===== config.mk =====
export PLATFORM = sky130hd
export DESIGN_NAME = axis_slave
export DESIGN_NICKNAME = d
export VERILOG_FILES = /design/src/rtl/mlp_axis_pkg.sv /design/src/rtl/sync_fifo_fwft.sv /design/src/rtl/axis_slave.sv
export SDC_FILE = /design/constraint.sdc
export NUM_CORES = 1
export LEC_CHECK = 0
export ABC_AREA = 1
export ABC_CLOCK_PERIOD_IN_PS = 7200
export CAP_MARGIN = 10
export CORE_MARGIN = 2
export CORE_UTILIZATION = 45
export DETAILED_ROUTE_END_ITERATION = 8
export PLACE_DENSITY_LB_ADDON = 0.15
export SLEW_MARGIN = 10
export SYNTH_ARGS = -nofsm -noshare
export SYNTH_HDL_FRONTEND = slang
export SYNTH_HIERARCHICAL = 1
export SYNTH_SLANG_ARGS = --single-unit
export TNS_END_PERCENT = 30

===== constraint.sdc =====
create_clock -name S_AXIS_ACLK -period 7.2 [get_ports S_AXIS_ACLK]
set_input_delay 1.44 -clock S_AXIS_ACLK [delete_from_list [all_inputs] [get_ports S_AXIS_ACLK]]
set_output_delay 1.44 -clock S_AXIS_ACLK [all_outputs]
set_load 0.01 [all_outputs]

===== src/rtl/mlp_axis_pkg.sv =====
// Types and constants shared by the MLP input stream slave and output stream master.
package mlp_axis_pkg;

    localparam int BEAT_CNT_W     = 10;
    localparam int DEFAULT_DATA_W = 32;

    typedef enum logic {
        IDLE = 1'b0,
        RECV = 1'b1
    } frame_state_e;

endpackage


===== src/rtl/sync_fifo_fwft.sv =====
// Single-clock first-word-fall-through FIFO; occupancy is tracked in its own
// counter so full and empty never depend on pointer comparison.
module sync_fifo_fwft #(
    parameter  int DATA_W = 32,
    parameter  int DEPTH  = 16,
    localparam int PTR_W  = $clog2(DEPTH),
    localparam int CNT_W  = PTR_W + 1
) (
    input  logic              clk,
    input  logic              rst,
    input  logic              wr_en,
    input  logic [DATA_W-1:0] wr_data,
    input  logic              rd_en,
    output logic [DATA_W-1:0] rd_data,
    output logic              full,
    output logic              empty,
    output logic [CNT_W-1:0]  count
);

    logic [DATA_W-1:0] mem [DEPTH];
    logic [PTR_W-1:0]  wr_ptr;
    logic [PTR_W-1:0]  rd_ptr;
    logic              push;
    logic              pop;

    assign full  = (count == CNT_W'(DEPTH));
    assign empty = (count == '0);
    assign push  = wr_en && !full;
    assign pop   = rd_en && !empty;

    // Head word is gated so the data output reads zero whenever nothing is buffered.
    assign rd_data = empty ? '0 : mem[rd_ptr];

    always_ff @(posedge clk) begin
        if (push) begin
            mem[wr_ptr] <= wr_data;
        end
    end

    always_ff @(posedge clk or posedge rst) begin
        if (rst) begin
            wr_ptr <= '0;
            rd_ptr <= '0;
            count  <= '0;
        end else begin
            if (push) begin
                wr_ptr <= wr_ptr + PTR_W'(1);
            end
            if (pop) begin
                rd_ptr <= rd_ptr + PTR_W'(1);
            end
            case ({push, pop})
                2'b10:   count <= count + CNT_W'(1);
                2'b01:   count <= count - CNT_W'(1);
                default: count <= count;
            endcase
        end
    end

endmodule


===== src/rtl/axis_slave.sv =====
// AXI4-Stream receiver feeding the MLP core: FWFT buffering plus a per-layer
// frame-length check against TLAST.
module axis_slave
    import mlp_axis_pkg::*;
#(
    parameter int C_S_AXIS_TDATA_WIDTH = DEFAULT_DATA_W,
    parameter int FIFO_DEPTH           = 16
) (
    input  logic                              S_AXIS_ACLK,
    input  logic                              S_AXIS_ARESET,
    input  logic                              S_AXIS_TVALID,
    output logic                              S_AXIS_TREADY,
    input  logic [C_S_AXIS_TDATA_WIDTH-1:0]   S_AXIS_TDATA,
    input  logic [C_S_AXIS_TDATA_WIDTH/8-1:0] S_AXIS_TSTRB,
    input  logic                              S_AXIS_TLAST,
    input  logic [BEAT_CNT_W-1:0]             pi_expected_beats,
    input  logic                              pi_read_from_fifo,
    input  logic                              pi_clear_error,
    output logic [C_S_AXIS_TDATA_WIDTH-1:0]   po_mlp_data,
    output logic                              po_data_valid,
    output logic                              po_frame_done,
    output logic                              po_tlast_error,
    output logic [$clog2(FIFO_DEPTH):0]       po_fifo_count,
    output frame_state_e                      dbg_state
);

    // Handshakes: a stream beat transfers on any rising edge with TVALID && TREADY;
    // a word is consumed on any rising edge with pi_read_from_fifo && po_data_valid.
    logic                  fifo_full;
    logic                  fifo_empty;
    logic                  beat_acc;
    logic                  unused_tstrb;

    frame_state_e          state, state_nxt;
    logic [BEAT_CNT_W-1:0] beat_cnt, beat_nxt;
    logic [BEAT_CNT_W-1:0] exp_reg, exp_nxt;
    logic [BEAT_CNT_W-1:0] beat_num;
    logic [BEAT_CNT_W-1:0] exp_cur;
    logic                  len_hit;
    logic                  frame_ok;
    logic                  frame_bad;

    assign unused_tstrb  = ^S_AXIS_TSTRB;
    assign S_AXIS_TREADY = !fifo_full && !S_AXIS_ARESET;
    assign beat_acc      = S_AXIS_TVALID && S_AXIS_TREADY;
    assign po_data_valid = !fifo_empty;
    assign dbg_state     = state;

    sync_fifo_fwft #(
        .DATA_W (C_S_AXIS_TDATA_WIDTH),
        .DEPTH  (FIFO_DEPTH)
    ) u_fifo (
        .clk     (S_AXIS_ACLK),
        .rst     (S_AXIS_ARESET),
        .wr_en   (beat_acc),
        .wr_data (S_AXIS_TDATA),
        .rd_en   (pi_read_from_fifo),
        .rd_data (po_mlp_data),
        .full    (fifo_full),
        .empty   (fifo_empty),
        .count   (po_fifo_count)
    );

    // The first beat of a frame uses the live length input; later beats use the latched copy.
    assign beat_num = (state == IDLE) ? BEAT_CNT_W'(1) : beat_cnt + BEAT_CNT_W'(1);
    assign exp_cur  = (state == IDLE) ? pi_expected_beats : exp_reg;
    assign len_hit  = (exp_cur != '0) && (beat_num == exp_cur);

    always_comb begin
        state_nxt = state;
        beat_nxt  = beat_cnt;
        exp_nxt   = exp_reg;
        frame_ok  = 1'b0;
        frame_bad = 1'b0;
        if (beat_acc) begin
            exp_nxt = exp_cur;
            if (exp_cur == '0) begin
                frame_ok = S_AXIS_TLAST;
            end else begin
                frame_ok  = S_AXIS_TLAST && len_hit;
                frame_bad = S_AXIS_TLAST ^ len_hit;
            end
            if (frame_ok || frame_bad) begin
                state_nxt = IDLE;
                beat_nxt  = '0;
            end else begin
                state_nxt = RECV;
                beat_nxt  = beat_num;
            end
        end
    end

    always_ff @(posedge S_AXIS_ACLK or posedge S_AXIS_ARESET) begin
        if (S_AXIS_ARESET) begin
            state          <= IDLE;
            beat_cnt       <= '0;
            exp_reg        <= '0;
            po_frame_done  <= 1'b0;
            po_tlast_error <= 1'b0;
        end else begin
            state         <= state_nxt;
            beat_cnt      <= beat_nxt;
            exp_reg       <= exp_nxt;
            po_frame_done <= frame_ok;
            // A fresh mismatch outranks a clear arriving in the same cycle.
            if (frame_bad) begin
                po_tlast_error <= 1'b1;
            end else if (pi_clear_error) begin
                po_tlast_error <= 1'b0;
            end
        end
    end

endmodule

==> results.py, run 1 <==
metrics = {
    "global_route": {
        "antenna_found_initial": 1,
        "grt_pass1_vias": 14400,
        "grt_usage_pct": 21.2,
        "grt_pass1_wl_microns": 85600,
        "grt-ovfl-total": 0,
        "grt_max_degree": 113,
    },
    "synthesis": {
        "synth_cell_types": 31,
        "synth_cells": 2056,
        "synth_compound_area_share_pct": 1.44,
        "synth_area_sq_um": 23000,
        "synth-seq-cells": 548,
        "netlist_top_cells_area": "edfxtp_1 67%, nand2_1 12%, nand3_1 9.1%",
        "synthMuxAreaShare_pct": 0,
        "synthXorXnorAreaFrac_pct": 0.380,
        "synthSimpleGateAreaFrac_pct": 22.9,
        "synth_top_area_share_pct": 66.7,
        "synth_top_family_by_area": "simple AND/OR/NAND/NOR gates",
        "synth.avg_cell_area_sq_um": 11.2,
        "ys_seq_area_share_pct": 70.6,
        "syn_nets": 2119,
        "synth_top_cell_by_area": "edfxtp_1",
        "synthAdderAreaFrac_pct": 0.597,
        "synth_warnings": 6,
    },
    "worst_setup_path": {
        "r2r_start": "u_fifo/count[0]",
        "worstSetupStartpointType": "register",
        "cp_max_fo": 98,
        "worstPathRequired_ns": 5.76,
        "worstSetupStartpoint": "u_fifo/rd_ptr[0]",
        "endpoint_kind": "output pin",
        "worstPathArrival_ns": 4.23,
        "crit_type": "register to output pin",
    },
    "finish": {
        "fillers": 4346,
        "drive_gt1_share_pct": 6.85,
        "largest_reg_flops": 512,
        "area_growth_pct": 14.0,
        "finalNonFillerCells": 2835,
        "fin_nets": 2179,
    },
    "route": {
        "drt_iter0_markers": 1175,
        "met1Wirelength_microns": 25700,
        "drc": 0,
        "wl_per_cell_microns": 19.7,
        "viasPerCell": 5.31,
        "wl_met2_microns": 26400,
        "totalWireLength_microns": 56000,
        "antenna_left": 0,
        "top_layer_used": "met4",
        "wl_met3_microns": 2950,
        "vias": 15100,
        "drt_first_pass_iters": 7,
    },
    "timing": {
        "fin_tns_setup_ns": 0,
        "report.final.slew_viol_count": 0,
        "fin_worst_skew_ns": 0.0324,
        "relSlewSlack_pct": 16.4,
        "rsz0062_at_grt": "false",
        "setup-violations-final": 0,
        "fin_crit_sh_pct": 78.8,
        "min_period_ns": 5.67,
        "fmax_mhz": 176,
        "worst_pin_slew_ns": 1.25,
        "finalHoldViolCount": 0,
    },
    "die": {
        "start_util_pct": 45.7,
        "core_sq_um": 50400,
        "ios": 94,
        "die_area_sq_um": 53000,
        "rows": 82,
        "die_width_microns": 230,
        "die_h_microns": 230,
    },
    "clock_network": {
        "clkTransAtPathRegs_ns": 0.06,
        "clockBufferDepth": 3,
        "htree_levels": 2,
        "insertion_delay_ns": 0.64,
        "cts-resized-gates": 0,
        "cts_tree": "done",
        "ctsHoldBuffers": 0,
        "cts_root_buf": "clkbuf_16",
        "cts_setup_buffers": 0,
        "numCtsBuffers": 57,
        "cts.sinks": 548,
    },
    "placement": {
        "place_inst": 2729,
        "place_congestion": 0.831,
        "io_buffers": 89,
        "dpl.hpwl_microns": 29000,
    },
    "power_and_ir_drop": {
        "power.leakage_nw": 9.70,
        "powerDensity_nw_per_um2": 389,
        "ir_drop_uv": 336,
    },
    "min_path": {
        "holdCritPathClass": "register to register",
        "hold_start": "exp_reg[2]",
    },
    "run": {
        "cap_violations": 0,
    },
    "outcome": {
        "status": "finished, final reports clean",
    },
}
[per-layer routing]
layer | global-route usage (%) | vias up
li1 | - | 7221
met1 | 30.0 | 7377
met2 | 34.3 | 397
met3 | 3.10 | 70
met4 | 5.91 | 0
met5 | 0 | -
[cell type report]
cell class	instances	area, sq um	area share, %
antenna	1	2.50	0.00953
sequential	548	16300	62.0
multi-input combinational	1333	5950	22.7
timing repair buffer	119	1140	4.34
clock buffer	76	1530	5.82
clock inverter	29	293	1.11
tap	672	841	3.20
inverter	57	221	0.843
[report_power, final]
group          internal (mW)  switching, mW  total (mW)
combinational           1.21           2.22        3.42
clock                   1.64           1.22        2.86
sequential              3.69          0.251        3.94
[cell families after synthesis]
group | after synthesis
simple gates | 1250
flops | 548
buf+inv | 175
compound gates | 62
fa+ha+maj | 11
xor+xnor | 10
[Yosys cell counts]
cell / number
inv_4: 1
xor2_1: 7
dfrtp_1: 36
edfxtp_1: 512
xnor2_1: 3
buf_8: 1
clkbuf_1: 16
a21oi_4: 1
buf_4: 38
o21ai_2: 1
o21ai_0: 21
o21ai_1: 1
a21oi_1: 35
nor3_1: 3
nand3b_1: 5
buf_6: 8
inv_2: 2
ha_1: 11
buf_2: 44
o21bai_1: 2
nand4_1: 4
buf_1: 11
a21o_1: 1
nand3_2: 1
nor2_2: 4
nor2_1: 42
nand3_1: 420
nand2_1: 767
nand2_2: 4
inv_1: 53
clkinv_1: 1
[worst paths after layout]
check / slack, ns / to / cells after the start
worst max register to register: 3.43 / u_fifo/count[4] / 17
worst min register to register: 0.49 / exp_reg[2] / 2
worst min-delay path: 0.49 / exp_reg[2] / 2
worst max-delay path: 1.53 / po_mlp_data[5] / 8
max in group asynchronous: 5.25 / exp_reg[3] / 2
min in group asynchronous: 1.24 / u_fifo/rd_ptr[0] / 2
[worst max-delay path: stages (launching register included)]
cell and delay, ns:
dfrtp_4 1.04, buf_4 0.97, nand2_1 0.11, nand3_1 0.13, nand3_1 0.08, nand2_1 0.11
nand2_1 0.05, a21oi_1 0.40, clkdlybuf4s50_1 0.61
[per-stage QoR]
step	worst slack (ns)	util, %	hold slack [ns]	total power [mW]	instance area [sq um]
after floorplan	2.17	-	0.453	6.26	23000
after global placement	2.19	48.5	0.466	7.42	24400
after detailed placement	2.21	48.5	0.474	7.44	24400
after CTS	1.48	52.1	0.490	10.3	26300
after global routing	1.25	52.1	0.511	10.8	26300
final	1.53	52.1	0.487	10.2	26300
[cell usage in the layout, fill, tap and decap left out, types with 2 or more instances in the layout]
master,instances
inv_1,52
dfrtp_4,2
edfxtp_1,512
clkdlybuf4s50_1,89
dfrtp_2,2
ha_1,11
clkinvlp_4,2
o21ai_0,21
inv_2,3
bufinv_16,4
o21bai_1,2
clkinv_8,2
nor2_4,14
xor2_1,7
nand4_1,4
dfrtp_1,32
nand3b_1,5
nor2_2,3
clkbuf_16,57
buf_12,2
clkinv_2,12
nand2_2,4
nor2_1,29
nand3_1,420
clkbuf_1,16
clkinv_1,7
xnor2_1,3
a21oi_1,35
nand2_1,767
nor3_2,3
clkbuf_8,3
buf_4,28
Note: power is estimated with default switching activity, not from simulation.
==> run 2, diff against run 1 <==
--- a/config.mk
+++ b/config.mk
@@ -6,7 +6,7 @@
 export NUM_CORES = 1
 export LEC_CHECK = 0
 export ABC_AREA = 1
-export ABC_CLOCK_PERIOD_IN_PS = 7200
+export ABC_CLOCK_PERIOD_IN_PS = 5800
 export CAP_MARGIN = 10
 export CORE_MARGIN = 2
 export CORE_UTILIZATION = 45
==> constraint.sdc (replaced) <==
create_clock -name S_AXIS_ACLK -period 5.8 [get_ports S_AXIS_ACLK]
set_input_delay 1.16 -clock S_AXIS_ACLK [delete_from_list [all_inputs] [get_ports S_AXIS_ACLK]]
set_output_delay 1.16 -clock S_AXIS_ACLK [all_outputs]
set_load 0.01 [all_outputs]
==> results.py, run 2 (synthesis results as in run 1) <==
metrics = {
    "outcome": {
        "status": "finished, final reports clean",
    },
    "finish": {
        "fin_area_sq_um": 26300,
        "layout_commonest_cell": "nand2_1",
        "n_antenna_cell": 0,
        "ff_latch_area_sq_um": 16300,
        "fin_nets": 2188,
        "multi_input_area_sq_um": 5950,
        "fillers": 4457,
        "fin_util_pct": 52.1,
        "finalNonFillerCells": 2842,
        "final_cell_mix": "767 x nand2_1, 512 x edfxtp_1, 420 x nand3_1",
        "area_growth_pct": 14.0,
        "drive_gt1_share_pct": 6.96,
        "largest_reg_flops": 512,
    },
    "global_route": {
        "grt_usage_pct": 21.8,
        "grt_pass1_vias": 14600,
        "grt_max_degree": 177,
        "grt_pass1_wl_microns": 87700,
        "grt-ovfl-total": 0,
        "antenna_found_initial": 4,
    },
    "clock_network": {
        "cts-resized-gates": 0,
        "ctsHoldBuffers": 0,
        "cts_setup_buffers": 0,
        "cts_tree": "done",
        "cts.sinks": 548,
        "htree_levels": 2,
        "cts_root_buf": "clkbuf_16",
        "insertion_delay_ns": 0.62,
        "numCtsBuffers": 57,
        "clockBufferDepth": 3,
        "clkTransAtPathRegs_ns": 0.06,
    },
    "power_and_ir_drop": {
        "ir_drop_uv": 290,
        "powerDensity_nw_per_um2": 481,
        "power_mw": 12.6,
        "power.leakage_nw": 9.72,
    },
    "placement": {
        "post-place-ws_ns": 1.63,
        "dpl.hpwl_microns": 28800,
        "place_inst": 2738,
        "place_congestion": 0.820,
        "place_area_sq_um": 24600,
        "io_buffers": 89,
    },
    "worst_setup_path": {
        "endpoint": "po_mlp_data[25]",
        "r2r_slack_ns": 2.48,
        "worstSetupStartpointType": "register",
        "r2r_end": "u_fifo/count[4]",
        "worstPathRequired_ns": 4.64,
        "reg2regPathDepth": 14,
        "r2r_start": "u_fifo/count[0]",
        "endpoint_kind": "output pin",
        "cp_max_fo": 107,
        "worstSetupStartpoint": "u_fifo/rd_ptr[0]",
        "crit_type": "register to output pin",
        "worstPathArrival_ns": 3.67,
    },
    "timing": {
        "relSlewSlack_pct": 27.8,
        "worst_pin_slew_ns": 1.08,
        "fin_tns_setup_ns": 0,
        "holdWs_ns": 0.485,
        "finalHoldViolCount": 0,
        "fmax_mhz": 207,
        "report.final.slew_viol_count": 0,
        "rsz0062_at_grt": "false",
        "finalWorstSetupSlack_ns": 0.974,
        "fin_worst_skew_ns": 0.0189,
        "setup-violations-final": 0,
        "fin_crit_sh_pct": 83.2,
        "min_period_ns": 4.83,
    },
    "route": {
        "drt_first_pass_iters": 5,
        "viasPerCell": 5.34,
        "antenna_left": 0,
        "vias": 15200,
        "drt_iter0_markers": 1367,
        "drc": 0,
        "wl_per_cell_microns": 20.1,
        "totalWireLength_microns": 57200,
    },
    "min_path": {
        "holdCritPathClass": "register to register",
    },
    "die": {
        "core_sq_um": 50400,
        "start_util_pct": 45.7,
        "die_area_sq_um": 53000,
        "ios": 94,
        "rows": 82,
        "die_width_microns": 230,
        "die_h_microns": 230,
    },
    "run": {
        "cap_violations": 0,
    },
}
==> run 2: cell count changes in the layout (fill, tap and decap cells not counted) <==
cell / previous run / this run
buf_4: 28 / 33
buf_12: 2 / 6
clkinv_8: 2 / 0
clkinvlp_4: 2 / 0
diode_2: 1 / 0
clkinv_2: 12 / 13
clkbuf_8: 3 / 0
inv_16: 0 / 1
clkinv_16: 1 / 0
bufinv_16: 4 / 2
inv_6: 1 / 3
clkinv_1: 7 / 12
==> run 2: report_power, final <==
part           internal (mW)  total [mW]  switching (mW)  leakage [nW]
sequential              4.59        4.74           0.153          5.06
clock                   1.90        3.41            1.52         0.842
combinational           1.54        4.48            2.94          3.81
==> run 2: critical path: stages (launching register included) <==
cell	delay, ns
dfrtp_4	0.51
inv_6	0.64
buf_12	0.40
nand2_1	0.09
nand3_1	0.08
nand3_1	0.10
nand2_1	0.07
nand2_1	0.05
a21oi_1	0.39
clkdlybuf4s50_1	0.62
==> run 2: cell type report <==
cell class                 instances  area share [%]
clock buffer                      73            5.66
clock inverter                    31           0.824
inverter                          57           0.843
multi-input combinational       1333            22.7
sequential                       548            62.0
tap                              672            3.20
timing repair buffer             128            4.79
==> run 2: how the worst min path moves through the flow <==
stage	startpoint	endpoint	slack (ns)	depth (start not counted)
3_5_place_dp	exp_reg[0]	exp_reg[0]	0.48	2
3_3_place_gp	exp_reg[6]	exp_reg[6]	0.47	2
5_1_grt	beat_cnt[9]	beat_cnt[9]	0.52	2
6_report	exp_reg[2]	exp_reg[2]	0.49	2
2_1_floorplan	exp_reg[0]	exp_reg[0]	0.45	2
4_1_cts	exp_reg[0]	exp_reg[0]	0.49	2
==> run 2: per-layer routing <==
layer / vias up / wire length (microns) / GRT usage (%) / share of wire (%)
met4: 8 / 1250 / 5.58 / 2.2
met2: 423 / 26700 / 35.2 / 47
met5: - / 46 / 0 / 0.080
met1: 7417 / 25900 / 30.1 / 45
met3: 101 / 3350 / 4.35 / 5.9
li1: 7240 / - / - / -
==> run 3, diff against run 2 <==
--- a/config.mk
+++ b/config.mk
@@ -6,7 +6,7 @@
 export NUM_CORES = 1
 export LEC_CHECK = 0
 export ABC_AREA = 1
-export ABC_CLOCK_PERIOD_IN_PS = 5800
+export ABC_CLOCK_PERIOD_IN_PS = 4100
 export CAP_MARGIN = 10
 export CORE_MARGIN = 2
 export CORE_UTILIZATION = 45
==> constraint.sdc (replaced) <==
create_clock -name S_AXIS_ACLK -period 4.1 [get_ports S_AXIS_ACLK]
set_input_delay 0.82 -clock S_AXIS_ACLK [delete_from_list [all_inputs] [get_ports S_AXIS_ACLK]]
set_output_delay 0.82 -clock S_AXIS_ACLK [all_outputs]
set_load 0.01 [all_outputs]
==> results.py, run 3 (synthesis results as in run 1) <==
metrics = {
    "finish": {
        "final_cell_mix": "767 x nand2_1, 512 x edfxtp_1, 420 x nand3_1",
        "largest_reg_flops": 512,
        "area_growth_pct": 15.8,
        "fin_util_pct": 52.9,
        "layout_commonest_cell": "nand2_1",
        "finalNonFillerCells": 2857,
        "drive_gt1_share_pct": 7.88,
        "fin_nets": 2201,
    },
    "route": {
        "wl_per_cell_microns": 20.1,
        "totalWireLength_microns": 57400,
        "drt_iter0_markers": 1304,
        "antenna_left": 0,
        "drt_first_pass_iters": 8,
        "drc": 0,
        "viasPerCell": 5.30,
        "vias": 15100,
    },
    "clock_network": {
        "clkTransAtPathRegs_ns": 0.06,
        "htree_levels": 2,
        "cts.sinks": 548,
        "ctsHoldBuffers": 0,
        "cts_tree": "done",
        "cts_root_buf": "clkbuf_16",
        "clockBufferDepth": 3,
        "numCtsBuffers": 58,
        "insertion_delay_ns": 0.63,
    },
    "outcome": {
        "status": "finished, final reports clean",
    },
    "placement": {
        "io_buffers": 89,
        "place_inst": 2749,
        "post-place-ws_ns": 0.602,
        "dpl.hpwl_microns": 29500,
        "place_congestion": 0.824,
    },
    "die": {
        "ios": 94,
        "die_h_microns": 230,
        "start_util_pct": 45.7,
        "die_width_microns": 230,
        "core_sq_um": 50400,
        "rows": 82,
        "die_area_sq_um": 53000,
    },
    "timing": {
        "rsz0062_at_grt": "true",
        "fin_crit_sh_pct": 96.8,
        "finalHoldViolCount": 0,
        "fmax_mhz": 252,
        "finalWorstSetupSlack_ns": 0.131,
        "relSlewSlack_pct": 38.3,
        "report.final.slew_viol_count": 0,
        "fin_worst_skew_ns": 0.0100,
        "setup-violations-final": 0,
        "min_period_ns": 3.97,
        "worst_pin_slew_ns": 0.924,
    },
    "global_route": {
        "grt_pass1_wl_microns": 87400,
        "antenna_found_initial": 4,
        "grt_max_degree": 131,
        "grt_pass1_vias": 14800,
        "grt-ovfl-total": 0,
        "grt_usage_pct": 21.8,
    },
    "worst_setup_path": {
        "worstSetupStartpointType": "register",
        "cp_max_fo": 121,
        "crit_path_max_incr_delay_ns": 0.66,
        "crit_type": "register to output pin",
        "endpoint_kind": "output pin",
        "worstPathRequired_ns": 3.28,
        "cp_cell_sequence": "buf_16, nand2_1, nand3_1, nand3_1, nand2_1, nand2_1, a21oi_1, clkdlybuf4s50_1",
        "crit_path_top_delay_cell": "dfrtp_4",
        "worstPathArrival_ns": 3.15,
        "cp_common_cell": "nand2_1",
    },
    "power_and_ir_drop": {
        "powerDensity_nw_per_um2": 686,
        "ir_drop_uv": 585,
        "power.leakage_nw": 9.90,
    },
    "run": {
        "cap_violations": 0,
    },
    "min_path": {
        "holdCritPathClass": "register to register",
    },
}
[run 3: report_power, final]
| part | switching (mW) | total, mW | internal, mW |
|---|---|---|---|
| Sequential | 0.264 | 6.75 | 6.49 |
| Combinational | 4.17 | 6.49 | 2.32 |
| Clock | 2.13 | 5.06 | 2.93 |
[run 3: metal layers]
metal,routed length [microns],GRT usage [%],vias to the layer above
met5,25,0,-
li1,-,-,7262
met4,1380,6.21,4
met1,25700,30.1,7368
met3,3520,4.20,105
met2,26700,35.1,409
[run 3: metrics by stage]
stage               setup TNS, ns  area, sq um  hold slack (ns)  total power, mW
floorplan                  -29.54        23000            0.453             11.0
global placement                0        24800            0.466             13.2
detailed placement              0        24800            0.475             13.3
CTS                       -0.0150        26600            0.490             18.4
global route              -0.0388        26700            0.505             19.4
finish                          0        26700            0.487             18.3
[run 3: final cells by class]
class / instances / area (sq um)
antenna: 2 / 5.00
clock buffer: 76 / 1600
clock inverter: 29 / 230
fill: 4311 / 23700
inverter: 57 / 229
multi-input combinational: 1333 / 5960
sequential: 548 / 16300
tap: 672 / 841
timing repair buffer: 140 / 1520
[run 3: final timing paths]
check / start / to / slack [ns] / depth (start not counted)
max in group asynchronous: S_AXIS_ARESET / beat_cnt[4] / 2.76 / 2
min reg2reg: exp_reg[5] / exp_reg[5] / 0.49 / 2
max: u_fifo/rd_ptr[0] / po_mlp_data[9] / 0.13 / 8
max reg2reg: u_fifo/count[0] / u_fifo/count[4] / 1.04 / 16
min: exp_reg[5] / exp_reg[5] / 0.49 / 2
min in group asynchronous: S_AXIS_ARESET / u_fifo/count[4] / 0.64 / 2
[run 3: worst max-delay path: cells and delay by family (launching register included)]
family | cells | cell delay (ns)
AOI/OAI and AO/OA | 1 | 0.29
buffers and inverters | 2 | 1.06
DFF | 1 | 0.66
and+or+nand+nor | 5 | 0.40
[run 3: timing repair]
action,4_1_cts,5_1_grt
pin swaps,0,0
endpoints found under the setup margin,8,25
resized for setup,2,6
cloned,0,0
setup buffers,0,1
